<file path="src/rtl/vldst_pkg.sv">
// rtl/vldst_pkg.sv - shared types, constants and helpers for the vector LSU request queue
package vldst_pkg;

  localparam int unsigned DEF_DATA_WIDTH     = 32;
  localparam int unsigned DEF_ADDR_BITS      = 32;
  localparam int unsigned DEF_BLOCK_ID_START = 5;
  localparam int unsigned DEF_MICROOP_WIDTH  = 7;
  localparam int unsigned DEF_TICKET_WIDTH   = 4;
  localparam int unsigned DEF_SIZE_WIDTH     = 3;

  // microop[4:3] encodes the access class; this value marks a store
  localparam logic [1:0] STORE_OPCODE = 2'b11;

  typedef struct packed {
    logic [DEF_ADDR_BITS-1:0]     address;
    logic [DEF_DATA_WIDTH-1:0]    data;
    logic [DEF_TICKET_WIDTH-1:0]  ticket;
    logic [DEF_MICROOP_WIDTH-1:0] microop;
    logic [DEF_SIZE_WIDTH-1:0]    size;
    logic                         is_store;
  } vldst_entry_t;

  function automatic logic is_store(input logic [DEF_MICROOP_WIDTH-1:0] microop);
    return microop[4:3] == STORE_OPCODE;
  endfunction

  function automatic logic [DEF_ADDR_BITS-DEF_BLOCK_ID_START-1:0] block_id(
    input logic [DEF_ADDR_BITS-1:0] addr
  );
    return addr[DEF_ADDR_BITS-1:DEF_BLOCK_ID_START];
  endfunction

endpackage

</file>
<file path="src/rtl/vldst_block_match.sv">
// rtl/vldst_block_match.sv - compares one address's block ID against N tagged addresses
module vldst_block_match #(
  parameter int unsigned ADDR_BITS      = 32,
  parameter int unsigned BLOCK_ID_START = 5,
  parameter int unsigned N              = 8
) (
  input  logic [ADDR_BITS-1:0]   addr_i,
  input  logic [N*ADDR_BITS-1:0] ent_addr_i,
  input  logic [N-1:0]           ent_valid_i,
  output logic [N-1:0]           hit_o
);

  localparam int unsigned BID_W = ADDR_BITS - BLOCK_ID_START;

  // a hit needs a valid slot whose block ID equals the probe's block ID
  always_comb begin
    hit_o = '0;
    for (int i = 0; i < int'(N); i++) begin
      hit_o[i] = ent_valid_i[i] &&
                 (ent_addr_i[i*ADDR_BITS+BLOCK_ID_START +: BID_W] ==
                  addr_i[ADDR_BITS-1:BLOCK_ID_START]);
    end
  end

endmodule

</file>
<file path="src/rtl/vldst_req_queue.sv">
// rtl/vldst_req_queue.sv - in-order vector load/store request queue with fetched tracking; VLDST_CONFLICT_EN adds store-to-load block conflict detect
module vldst_req_queue
  import vldst_pkg::*;
#(
  parameter int unsigned DATA_WIDTH     = 32,
  parameter int unsigned ADDR_BITS      = 32,
  parameter int unsigned BLOCK_ID_START = 5,
  parameter int unsigned MICROOP_WIDTH  = 7,
  parameter int unsigned TICKET_WIDTH   = 4,
  parameter int unsigned SIZE_WIDTH     = 3,
  parameter int unsigned DEPTH          = 8,
  parameter int unsigned UPD_PORTS      = 2
) (
  input  logic                           clk,
  input  logic                           rst_n,
  input  logic                           push,
  input  logic [ADDR_BITS-1:0]           write_address,
  input  logic [DATA_WIDTH-1:0]          write_data,
  input  logic [TICKET_WIDTH-1:0]        write_ticket,
  input  logic [MICROOP_WIDTH-1:0]       write_microop,
  input  logic [SIZE_WIDTH-1:0]          write_size,
  input  logic [UPD_PORTS-1:0]           valid_update_i,
  input  logic [UPD_PORTS*ADDR_BITS-1:0] update_address_i,
  input  logic                           flush_i,
  input  logic                           pop,
  output logic                           head_is_store,
  output logic                           head_is_fetched,
  output logic [ADDR_BITS-1:0]           head_address,
  output logic [DATA_WIDTH-1:0]          head_data,
  output logic [MICROOP_WIDTH-1:0]       head_microop,
  output logic [TICKET_WIDTH-1:0]        head_ticket,
  output logic [SIZE_WIDTH-1:0]          head_size,
  output logic                           write_conflict_o,
  output logic [$clog2(DEPTH):0]         count_o,
  output logic                           valid_o,
  output logic                           ready_o
);

  localparam int unsigned PW = $clog2(DEPTH);
  localparam int unsigned CW = PW + 1;
  localparam logic [CW-1:0] FULL_COUNT = CW'(DEPTH);

  // payload storage, deliberately not reset
  logic [ADDR_BITS-1:0]     addr_q    [DEPTH];
  logic [DATA_WIDTH-1:0]    data_q    [DEPTH];
  logic [TICKET_WIDTH-1:0]  ticket_q  [DEPTH];
  logic [MICROOP_WIDTH-1:0] microop_q [DEPTH];
  logic [SIZE_WIDTH-1:0]    size_q    [DEPTH];
  logic [DEPTH-1:0]         store_q;

  // control state
  logic [DEPTH-1:0] valid_q, valid_d;
  logic [DEPTH-1:0] fetched_q, fetched_d;
  logic [PW-1:0]    head_q, head_d;
  logic [PW-1:0]    tail_q, tail_d;
  logic [CW-1:0]    count_q, count_d;

  logic                   push_ok;
  logic                   pop_ok;
  logic                   wr_is_store;
  logic [DEPTH*ADDR_BITS-1:0] addr_flat;
  logic [DEPTH-1:0]       upd_hit [UPD_PORTS];
  logic [DEPTH-1:0]       upd_any;
  logic [UPD_PORTS-1:0]   bypass_hit;

  assign ready_o     = (count_q != FULL_COUNT);
  assign valid_o     = (count_q != '0);
  assign count_o     = count_q;
  assign push_ok     = push & ready_o;
  assign pop_ok      = pop & valid_o;
  assign wr_is_store = is_store(write_microop);

  // flatten stored addresses for the block comparators
  always_comb begin
    addr_flat = '0;
    for (int i = 0; i < int'(DEPTH); i++) begin
      addr_flat[i*ADDR_BITS +: ADDR_BITS] = addr_q[i];
    end
  end

  // one comparator bank per fill/update port against every live entry
  for (genvar p = 0; p < int'(UPD_PORTS); p++) begin : g_upd
    vldst_block_match #(
      .ADDR_BITS      (ADDR_BITS),
      .BLOCK_ID_START (BLOCK_ID_START),
      .N              (DEPTH)
    ) u_upd_match (
      .addr_i      (update_address_i[p*ADDR_BITS +: ADDR_BITS]),
      .ent_addr_i  (addr_flat),
      .ent_valid_i (valid_q & {DEPTH{valid_update_i[p]}}),
      .hit_o       (upd_hit[p])
    );
  end

  // fold per-port hits into one set-fetched vector
  always_comb begin
    upd_any = '0;
    for (int p = 0; p < int'(UPD_PORTS); p++) begin
      upd_any = upd_any | upd_hit[p];
    end
  end

  // incoming request against this cycle's update ports, so a fill racing the push is not lost
  vldst_block_match #(
    .ADDR_BITS      (ADDR_BITS),
    .BLOCK_ID_START (BLOCK_ID_START),
    .N              (UPD_PORTS)
  ) u_bypass_match (
    .addr_i      (write_address),
    .ent_addr_i  (update_address_i),
    .ent_valid_i (valid_update_i),
    .hit_o       (bypass_hit)
  );

`ifdef VLDST_CONFLICT_EN
  logic [DEPTH-1:0] conflict_hit;

  vldst_block_match #(
    .ADDR_BITS      (ADDR_BITS),
    .BLOCK_ID_START (BLOCK_ID_START),
    .N              (DEPTH)
  ) u_conflict_match (
    .addr_i      (write_address),
    .ent_addr_i  (addr_flat),
    .ent_valid_i (valid_q & store_q),
    .hit_o       (conflict_hit)
  );

  assign write_conflict_o = push & ~wr_is_store & (|conflict_hit);
`else
  assign write_conflict_o = 1'b0;
`endif

  // next-state for pointers, occupancy and per-entry flags; flush overrides everything
  always_comb begin
    head_d    = head_q;
    tail_d    = tail_q;
    count_d   = count_q;
    valid_d   = valid_q;
    fetched_d = fetched_q | upd_any;
    if (flush_i) begin
      head_d    = '0;
      tail_d    = '0;
      count_d   = '0;
      valid_d   = '0;
      fetched_d = '0;
    end else begin
      if (pop_ok) begin
        valid_d[head_q]   = 1'b0;
        fetched_d[head_q] = 1'b0;
        head_d            = head_q + 1'b1;
      end
      // a reused slot must not inherit a stale update hit, only the bypass result
      if (push_ok) begin
        valid_d[tail_q]   = 1'b1;
        fetched_d[tail_q] = |bypass_hit;
        tail_d            = tail_q + 1'b1;
      end
      case ({push_ok, pop_ok})
        2'b10:   count_d = count_q + 1'b1;
        2'b01:   count_d = count_q - 1'b1;
        default: count_d = count_q;
      endcase
    end
  end

  // control state register
  always_ff @(posedge clk or negedge rst_n) begin
    if (!rst_n) begin
      head_q    <= '0;
      tail_q    <= '0;
      count_q   <= '0;
      valid_q   <= '0;
      fetched_q <= '0;
    end else begin
      head_q    <= head_d;
      tail_q    <= tail_d;
      count_q   <= count_d;
      valid_q   <= valid_d;
      fetched_q <= fetched_d;
    end
  end

  // payload write at the tail on an accepted, non-flushed push
  always_ff @(posedge clk) begin
    if (push_ok && !flush_i) begin
      addr_q[tail_q]    <= write_address;
      data_q[tail_q]    <= write_data;
      ticket_q[tail_q]  <= write_ticket;
      microop_q[tail_q] <= write_microop;
      size_q[tail_q]    <= write_size;
      store_q[tail_q]   <= wr_is_store;
    end
  end

  assign head_address    = addr_q[head_q];
  assign head_data       = data_q[head_q];
  assign head_ticket     = ticket_q[head_q];
  assign head_microop    = microop_q[head_q];
  assign head_size       = size_q[head_q];
  assign head_is_store   = valid_q[head_q] & store_q[head_q];
  assign head_is_fetched = valid_q[head_q] & fetched_q[head_q];

  // flag requests that the queue silently drops
  always_ff @(posedge clk) begin
    if (rst_n && !flush_i) begin
      assert (!(push && !ready_o)) else $warning("push ignored while queue full");
      assert (!(pop && !valid_o)) else $warning("pop ignored while queue empty");
    end
  end

endmodule

</file>
<file path="config.mk">
export PLATFORM = sky130hd
export DESIGN_NAME = vldst_req_queue
export DESIGN_NICKNAME = d
export VERILOG_FILES = /design/src/rtl/vldst_pkg.sv /design/src/rtl/vldst_block_match.sv /design/src/rtl/vldst_req_queue.sv
export SDC_FILE = /design/constraint.sdc
export NUM_CORES = 1
export LEC_CHECK = 0
export BUFFER_PORTS_ARGS = -buffer_cell sky130_fd_sc_hd__buf_4
export CORE_ASPECT_RATIO = 1.2
export CORE_MARGIN = 8
export CORE_UTILIZATION = 40
export DETAILED_ROUTE_END_ITERATION = 8
export GPL_ROUTABILITY_DRIVEN = 0
export HOLD_SLACK_MARGIN = 0.08
export PLACE_DENSITY = 0.68
export SETUP_SLACK_MARGIN = 0.4
export SYNTH_ARGS = -nofsm -noshare
export SYNTH_HDL_FRONTEND = slang
export SYNTH_SLANG_ARGS = --single-unit
</file>
<file path="constraint.sdc">
create_clock -name clk -period 16.06 [get_ports clk]
set_input_delay 0.803 -clock clk [delete_from_list [all_inputs] [get_ports clk]]
set_output_delay 0.803 -clock clk [all_outputs]
set_load 0.01 [all_outputs]
</file>
Word-level counts from Yosys, hierarchy flattened
Memory sizes are Yosys's and may differ from the RTL's.
Cells that the tools add are included.
Operators by class
  $add $sub $neg: 4
  $lt $le $gt $ge: 4
  equality and inequality tests: 22
  mux-type cells: 28
  bitwise logic cells: 12
  reduce and logical (&&, ||, !) cells: 27
Operators with widths (number)
  27-bit == test: 18
  8-bit two-way mux: 8
  8-bit bitwise AND: 4
  8-bit OR: 3
  1-bit logical AND: 21
  8-bit bitwise mux: 2
  3-bit two-way mux: 4
  1-bit binary-select mux with 3-bit select: 3
  3-bit by 4-bit less-than comparator with 1-bit output (second input constant): 2
  8-bit inverter: 1
  4-bit case mux with 2 select lines: 1
  1-bit two-way mux: 7
  3-bit by 1-bit adder with 3-bit output (second input constant): 2
  1-bit demux with 3-bit select: 2
  3-bit by 1-bit greater-or-equal comparator with 1-bit output (second input constant): 2
  4-bit by 1-bit adder with 4-bit output (second input constant): 1
  1-bit bitwise AND: 4
  2-bit == test (second input constant): 2
  4-bit two-way mux: 1
  4-bit != test (second input constant): 1
  2-bit nonzero test: 2
  4-bit nonzero test: 1
  4-bit by 1-bit subtractor with 4-bit output (second input constant): 1
  3-bit nonzero test: 1
  other kinds (3): 3
Storage, ports and cells
  flip-flop bits (word level): 34
  memory bits (writable): 624
  input port bits: 149
  word-level logic and storage cells: 108
  memories kept: 5
Memory list
  addr_q: words 8, bits a word 32, rd ports 9, clocked after Yosys merged registers in 0, wr ports 1, RTL line vldst_req_queue.sv:44  | logic [ADDR_BITS-1:0] addr_q [DEPTH];
  data_q: words 8, bits a word 32, rd ports 1, clocked after Yosys merged registers in 0, wr ports 1, RTL line vldst_req_queue.sv:45  | logic [DATA_WIDTH-1:0] data_q [DEPTH];
  microop_q: words 8, bits a word 7, rd ports 1, clocked after Yosys merged registers in 0, wr ports 1, RTL line vldst_req_queue.sv:47  | logic [MICROOP_WIDTH-1:0] microop_q [DEPTH];
  ticket_q: words 8, bits a word 4, rd ports 1, clocked after Yosys merged registers in 0, wr ports 1, RTL line vldst_req_queue.sv:46  | logic [TICKET_WIDTH-1:0] ticket_q [DEPTH];
  size_q: words 8, bits a word 3, rd ports 1, clocked after Yosys merged registers in 0, wr ports 1, RTL line vldst_req_queue.sv:48  | logic [SIZE_WIDTH-1:0] size_q [DEPTH];

Depth between registers and ports, before layout
Gate-level depths: netlist of the first run.
  depth after elaboration: 11
  mapped depth: 11
  depth with buffers taken out: 10

By module
A second synthesis of the first run with hierarchy kept.
Second synthesis, totals
  cells, all modules: 2133
  area total of the unflattened synthesis: 31184.9 um2
By module, submodules not included
  vldst_req_queue: instances 1, cells each 1431, area an instance 25199.2 um2, seq. area each 19628.8 um2
  vldst_block_match (g_upd[0].u_upd_match ...): instances 2, cells each 315, area an instance 2692.6 um2, seq. area each 0.0 um2
  vldst_block_match (u_bypass_match): instances 1, cells each 72, area an instance 600.6 um2, seq. area each 0.0 um2

Worst setup path after synthesis of the first run
OpenSTA, ideal clock, no wires.
  path type: input to register
  start: input push
  end: memory addr_q[0][0] (enable)
  setup time: 0.616 ns
  data arrival time: 6.832 ns
  data required time: 15.444 ns
  path slack: 8.612 ns
  cell stages on the path: 4
  path through: nand2_1 -> or3_1 -> clkbuf_1 -> nor3_1
Between the ends
  word-level cells in the longest chain between the ends: 4
RTL lines
  start: declaration: RTL line vldst_req_queue.sv:16  | input logic push,
  1-bit bitwise AND: RTL line vldst_req_queue.sv:69  | assign push_ok = push & ready_o;
  1-bit logical AND: RTL line vldst_req_queue.sv:186  | if (push_ok && !flush_i) begin
  1-bit two-way mux: RTL line vldst_req_queue.sv:186
  1-bit two-way mux (not written as such): RTL line vldst_req_queue.sv:187  | addr_q[tail_q] <= write_address;
  end: declaration: RTL line vldst_req_queue.sv:44
Every way passes these cells.

Final worst setup path of the first run
  start: register head_q[0]
  end: output head_is_store
Between the ends
  word-level cells in the longest chain between the ends: 3
RTL lines
  start: declaration: RTL line vldst_req_queue.sv:54  | logic [PW-1:0] head_q, head_d;
  start signal: assignment: RTL line vldst_req_queue.sv:170  | head_q <= '0;
  start signal: assignment: RTL line vldst_req_queue.sv:176  | head_q <= head_d;
  1-bit binary-select mux with 3-bit select: RTL line vldst_req_queue.sv:201  | assign head_is_store = valid_q[head_q] & store_q[head_q];
  1-bit two-way mux (not written as such): RTL line vldst_req_queue.sv:201
  1-bit bitwise AND (*): RTL line vldst_req_queue.sv:201
  end: declaration: RTL line vldst_req_queue.sv:26  | output logic head_is_store,
Every way passes the cells marked *; elsewhere a longest branch is shown, timed or not. The select of a mux whose other input is x is not followed.

==> flow_summary.yaml, run 1 <==
yosys:
  synth_largest_area_cell: "edfxtp_1"
  yosysTopAreaCellShare_pct: 64.6
  syn_area_mm2: 0.0294
  synth_flop_cell: "edfxtp_1"
  syn_avg_cell_area_um2: 14.9
  synthCells: 1972
  synth_cell_types: 51
  ys_warn_count: 0
  synth_edf_count: 632
  synth.ff_latch_count: 658
  ys_async_sr_fraction_pct: 3.95
  seq_area_frac_synth_pct: 66.8
  syn_nets: 2126
  ys_top_cells_by_area: "edfxtp_1 (65%), xor2_1 (11%), a22oi_1 (8.0%)"
cts:
  clk-insertion-delay-late_ps: 630
  ctsHoldBuffers: 1
  clk_pin_slew_worst_paths_ps: 60
  cts_made_buffers: 69
  post_cts_buffers: 0
  ctsResizeCount: 0
  htree_levels: 3
  cts.sinks: 658
  cts_root_buf: "clkbuf_16"
  cts_tree: "done"
  cts.path.max_buffers: 3
timing:
  fin_skew_ps: 33.4
  tightestPinTransition_ps: 1380
  maxSlewViolCount: 0
  finalSetupViolCount: 0
  timing.final.ws_setup_ps: 11090
  setup_tns_ps: 0
  finalHoldViolations: 0
  rsz0062_at_grt: "false"
  min_period_ps: 4970
  max_freq_ghz: 0.201
  slew_headroom_pct: 6.82
  fin_crit_sh_pct: 30.9
setup_path:
  timing.rr.start: "head_q[0]"
  worstSetupEndpointType: "output port"
  ff2ff_setup_slack_ps: 12790
  critical_path.startpoint_type: "flip-flop"
  r2r_end: "fetched_q[7]"
  worstSetupPathType: "flip-flop to output port"
  crit_path_max_fanout: 50
  worst_ep_required_time_ps: 15260
  reg2reg_depth: 6
  arrival_ps: 4160
placed_design:
  pre_cts_ws_ps: 11620
  dp.cells: 3034
  portBuffers: 224
  place_hpwl_mm: 67.8
route:
  via_per_inst: 6.28
  wirelength_mm: 104
  drt_iter0_drc: 2878
  post_drt_wl_per_cell_um: 32.9
  vias: 19900
  drc_errors: 0
  first_pass_iters: 6
  antenna_left: 0
floorplanning:
  initial_utilization_pct: 40.1
  fp.dieW_um: 263
  core-area_mm2: 0.0732
  fp.dieH_um: 313
  fp-row-count: 109
  ios: 236
  die-area_mm2: 0.0824
final_layout:
  fin_cells: 3170
  utilization_pct: 46.8
  num-nets-final: 2317
  drive_gt1_share_pct: 17.2
  syn2layout_area_growth_pct: 16.8
worst_hold_path:
  worstHoldStart: "write_ticket[3]"
  hold-path-endpoint: "ticket_q[5][3]"
  hold_depth: 1
  hp-class: "input port to flip-flop"
global_route:
  grtUsageTotal_pct: 24.4
  grt_pass1_vias: 19700
  grt_pass1_wl_mm: 146
  grt-ovfl-total: 0
  grt_max_degree: 59
  antenna_found_initial: 14
job:
  cap_violations: 0
power:
  power_density_mw_per_mm2: 136
  p_leak_nw: 11.4
  ir_drop_mv: 0.121
outcome:
  status: "finished clean"
worst max-delay path: stages, from the launching register on:
cell,delay [ps]
dfrtp_1,640
nand2_1,240
nor2_4,900
buf_4,820
a221oi_1,160
o21ai_1,220
a21boi_1,290
buf_4,170
through the flow:
stage | hold WS [ps] | total power [W] | area [µm²]
final | 402 | 0.00467 | 34300
after global routing | 393 | 0.00481 | 34300
after CTS | 374 | 0.00469 | 34300
after detailed placement | 533 | 0.00304 | 31900
after global placement | 529 | 0.00303 | 31900
after floorplan | 488 | 0.00251 | 29400
cells in the final DEF, fill, tap and decap left out, types with 9 or more instances in the layout:
master and n:
diode_2 11, clkbuf_1 14, xor2_1 379, edfxtp_1 632, nand4_1 119, clkinv_1 14, nand3_1 15, a22oi_1 313
dfrtp_1 26, nand2_1 23, bufinv_16 10, a21o_1 9, nor4_1 98, xnor2_1 114, nor2_1 13, a21oi_1 11
buf_4 254, clkbuf_16 71
worst max-delay path by stage:
stage	startpoint	slack, ps	endpoint	depth (start not counted)
finish	head_q[0]	11090	head_is_store	7
global route	head_q[1]	10870	head_is_store	7
CTS	head_q[0]	10950	head_is_store	7
detailed placement	head_q[0]	11620	head_is_store	7
global placement	head_q[0]	11670	head_is_store	7
floorplan	push	8610	addr_q[0][0]	4
cell type report:
cell class	instances	area [µm²]
antenna	11	27.5
clock buffer	85	1830
clock inverter	39	512
fill	6289	38900
inverter	2	7.51
multi-input combinational	1177	9200
sequential	658	19600
tap	943	1180
timing repair buffer	255	1920
synth_stat cells, types with 2 or more instances:
| master | number |
|---|---|
| edfxtp_1 | 632 |
| xor2_1 | 379 |
| a22oi_1 | 313 |
| nand4_1 | 119 |
| xnor2_1 | 114 |
| nor4_1 | 99 |
| clkbuf_1 | 80 |
| buf_2 | 42 |
| dfrtp_1 | 26 |
| nand2_1 | 23 |
| nor2_1 | 20 |
| nand3_1 | 15 |
| a21oi_1 | 11 |
| a21o_1 | 9 |
| nor3_1 | 8 |
| o221ai_1 | 8 |
| buf_6 | 7 |
| o22ai_1 | 6 |
| a221oi_1 | 5 |
| and2_1 | 5 |
| buf_4 | 5 |
| a22o_1 | 4 |
| ha_1 | 4 |
| o41ai_2 | 4 |
| o31ai_1 | 3 |
| a21boi_1 | 2 |
| mux2i_1 | 2 |
| nor3b_1 | 2 |
| nor4_2 | 2 |
| nor4_4 | 2 |
kinds of logic after synthesis:
| group | Yosys count | synth area share (%) |
|---|---|---|
| buffers and inverters | 137 | 2.17 |
| multiplexers | 4 | 0.145 |
| XOR/XNOR | 494 | 14.8 |
| flip-flops | 658 | 66.8 |
| adder cells (fa/ha/maj) | 5 | 0.239 |
| AND/OR/NAND/NOR | 301 | 6.15 |
| AO/OA/AOI/OAI | 372 | 9.68 |
| other | 1 | 0.0128 |
state kept, by name, indices dropped and copies added, names as in the netlist:
name,flops
data_q,256
fetched_q,8
ticket_q,32
tail_q,3
microop_q,56
store_q,8
head_q,3
count_o,4
addr_q,256
size_q,24
valid_q,8
where the power goes:
group / total [W] / switching [W] / internal, W
Clock: 0.00166 / 0.000683 / 0.000980
Combinational: 0.00101 / 0.000633 / 0.000379
Sequential: 0.00199 / 0.0000465 / 0.00195
metal layers:
metal	global-route usage (%)	up-vias	wire [µm]	share of wire (%)
met4	14.5	4	7070	6.8
met5	0	-	31	0.030
met3	6.93	349	12100	12
li1	-	8134	-	-
met1	29.9	9900	37200	36
met2	38.4	1508	47900	46
Power figures use the tool's default switching activity.
==> run 2, diff against run 1 <==
--- a/config.mk
+++ b/config.mk
@@ -12,7 +12,7 @@
 export DETAILED_ROUTE_END_ITERATION = 8
 export GPL_ROUTABILITY_DRIVEN = 0
 export HOLD_SLACK_MARGIN = 0.08
-export PLACE_DENSITY = 0.68
+export PLACE_DENSITY = 0.7
 export SETUP_SLACK_MARGIN = 0.4
 export SYNTH_ARGS = -nofsm -noshare
 export SYNTH_HDL_FRONTEND = slang
==> constraint.sdc (replaced) <==
create_clock -name clk -period 4.05 [get_ports clk]
set_input_delay 0.2025 -clock clk [delete_from_list [all_inputs] [get_ports clk]]
set_output_delay 0.2025 -clock clk [all_outputs]
set_load 0.01 [all_outputs]
==> run 2 against run 1 <==
- the flow now finishes with violations (capacitance limit, slew limit)
- utilization is 1.1 points higher
- register-to-register slack got worse by 12000 ps
- clock power grew to 3.6 times the previous value
- via count up 1.7%
- global-route usage fell by 0.083 points
- critical path type unchanged
==> flow_summary.yaml, run 2 (synthesis gave the netlist of run 1 again) <==
placed_design:
  place_hpwl_mm: 68.8
  portBuffers: 224
global_route:
  grt_max_degree: 45
  grt-ovfl-total: 0
  grt_pass1_wl_mm: 146
  grt_pass1_vias: 20100
  grtUsageTotal_pct: 24.3
  antenna_found_initial: 14
final_layout:
  drive_gt1_share_pct: 17.0
  reg_top3: "addr_q (256), data_q (256), microop_q (56)"
  utilization_pct: 47.9
  num-nets-final: 2408
  final_common_cell: "edfxtp_1"
  syn2layout_area_growth_pct: 19.5
  layout.cells.most_common_list: "edfxtp_1 (632), xor2_1 (379), a22oi_1 (313)"
cts:
  cts_made_buffers: 68
  cts_root_buf: "clkbuf_16"
  clk_pin_slew_worst_paths_ps: 60
  cts.path.max_buffers: 3
  cts_tree: "done"
  clk-insertion-delay-late_ps: 640
  cts.sinks: 658
  htree_levels: 3
job:
  cap_violations: 1
floorplanning:
  fp-row-count: 109
  fp.dieW_um: 263
  fp.dieH_um: 313
  initial_utilization_pct: 40.1
  ios: 236
  core-area_mm2: 0.0732
  die-area_mm2: 0.0824
timing:
  tightestPinTransition_ps: 1490
  max_freq_ghz: 0.295
  min_period_ps: 3390
  maxSlewViolCount: 1
  slew_headroom_pct: -0.346
  rsz0062_at_grt: "false"
  fin_crit_sh_pct: 83.6
  finalSetupViolCount: 0
  finalHoldViolations: 0
  fin_skew_ps: 41.6
  setup_tns_ps: 0
power:
  ir_drop_mv: 0.423
  p_total_w: 0.0179
  p_leak_nw: 11.7
  power_density_mw_per_mm2: 512
setup_path:
  worstSetupPathType: "flip-flop to output port"
  arrival_ps: 3180
  crit_path_max_fanout: 24
  worst_ep_required_time_ps: 3850
  worstSetupEndpointType: "output port"
  critical_path.startpoint_type: "flip-flop"
  ff2ff_setup_slack_ps: 960
route:
  drc_errors: 0
  first_pass_iters: 9
  post_drt_wl_per_cell_um: 32.0
  antenna_left: 0
  via_per_inst: 6.21
  wirelength_mm: 104
  drt_iter0_drc: 2832
  vias: 20200
outcome:
  status: "finished with violations"
  violations: "capacitance limit, slew limit"
worst_hold_path:
  hp-class: "input port to flip-flop"
run 2: cell types whose count changed in the layout (fill, tap and decap cells not counted), moves of 2 or more:
cell	before	now
dlygate4sd3_1	1	82
buf_12	0	10
bufinv_16	10	1
clkbuf_1	14	18
clkinv_2	6	10
inv_6	2	6
nor3_2	5	1
nor3_4	1	5
clkbuf_8	0	2
clkinv_1	14	12
inv_16	2	0
run 2: metrics by stage:
step	hold slack, ps	instance area (µm²)	instances	setup slack [ps]
after CTS	300	35000	3250	623
after floorplan	-93.1	29400	1972	359
after global routing	321	35100	3255	556
final	346	35100	3260	664
after detailed placement	138	32100	3044	1020
after global placement	134	32100	3044	971
run 2: layout make-up:
type / count / area, µm²
diodes: 10 / 25.0
clock buffers: 90 / 1850
clock inverters: 33 / 220
fillers: 6201 / 38200
inverters: 2 / 7.51
multi-input cells: 1177 / 9240
flip-flops and latches: 658 / 19600
well taps: 943 / 1180
repair buffers: 347 / 2940
run 2: where the power goes:
part / total [W] / switching (W) / internal (W)
clock network: 0.00591 / 0.00262 / 0.00330
logic: 0.00413 / 0.00254 / 0.00159
registers: 0.00790 / 0.000192 / 0.00771
total: 0.0179 / 0.00535 / 0.0126
run 2: worst paths after layout:
check / startpoint / endpoint / depth (start not counted)
max in group asynchronous: rst_n / head_q[2] / 4
hold reg to reg: fetched_q[2] / fetched_q[2] / 2
hold / removal: valid_update_i[0] / fetched_q[7] / 7
min in group asynchronous: rst_n / fetched_q[5] / 4
setup reg to reg: count_o[1] / count_o[3] / 10
setup / recovery: head_q[0] / head_data[17] / 6
run 2: per-layer routing:
layer | track usage (%) | routed length (µm) | share of wire (%) | up-vias
li1 | - | - | - | 8318
met1 | 28.9 | 36500 | 35 | 9964
met2 | 38.4 | 47900 | 46 | 1544
met3 | 7.42 | 12200 | 12 | 400
met4 | 15.5 | 7770 | 7.4 | 6
met5 | 0 | 41 | 0.039 | -
run 2: repair_timing:
item / CTS / global route
buffers inserted: 0 / 0
hold buffers: 83 / 0
gates resized for setup: 0 / 0
hold endpoints to repair: 660 / 0
run 2: critical path, cell delays in order (launching register included):
cell     delay (ps)
dfrtp_1         650
nand2_1         240
nor2_4          630
buf_4           480
a22oi_1         150
nand4_1         210
buf_4           170
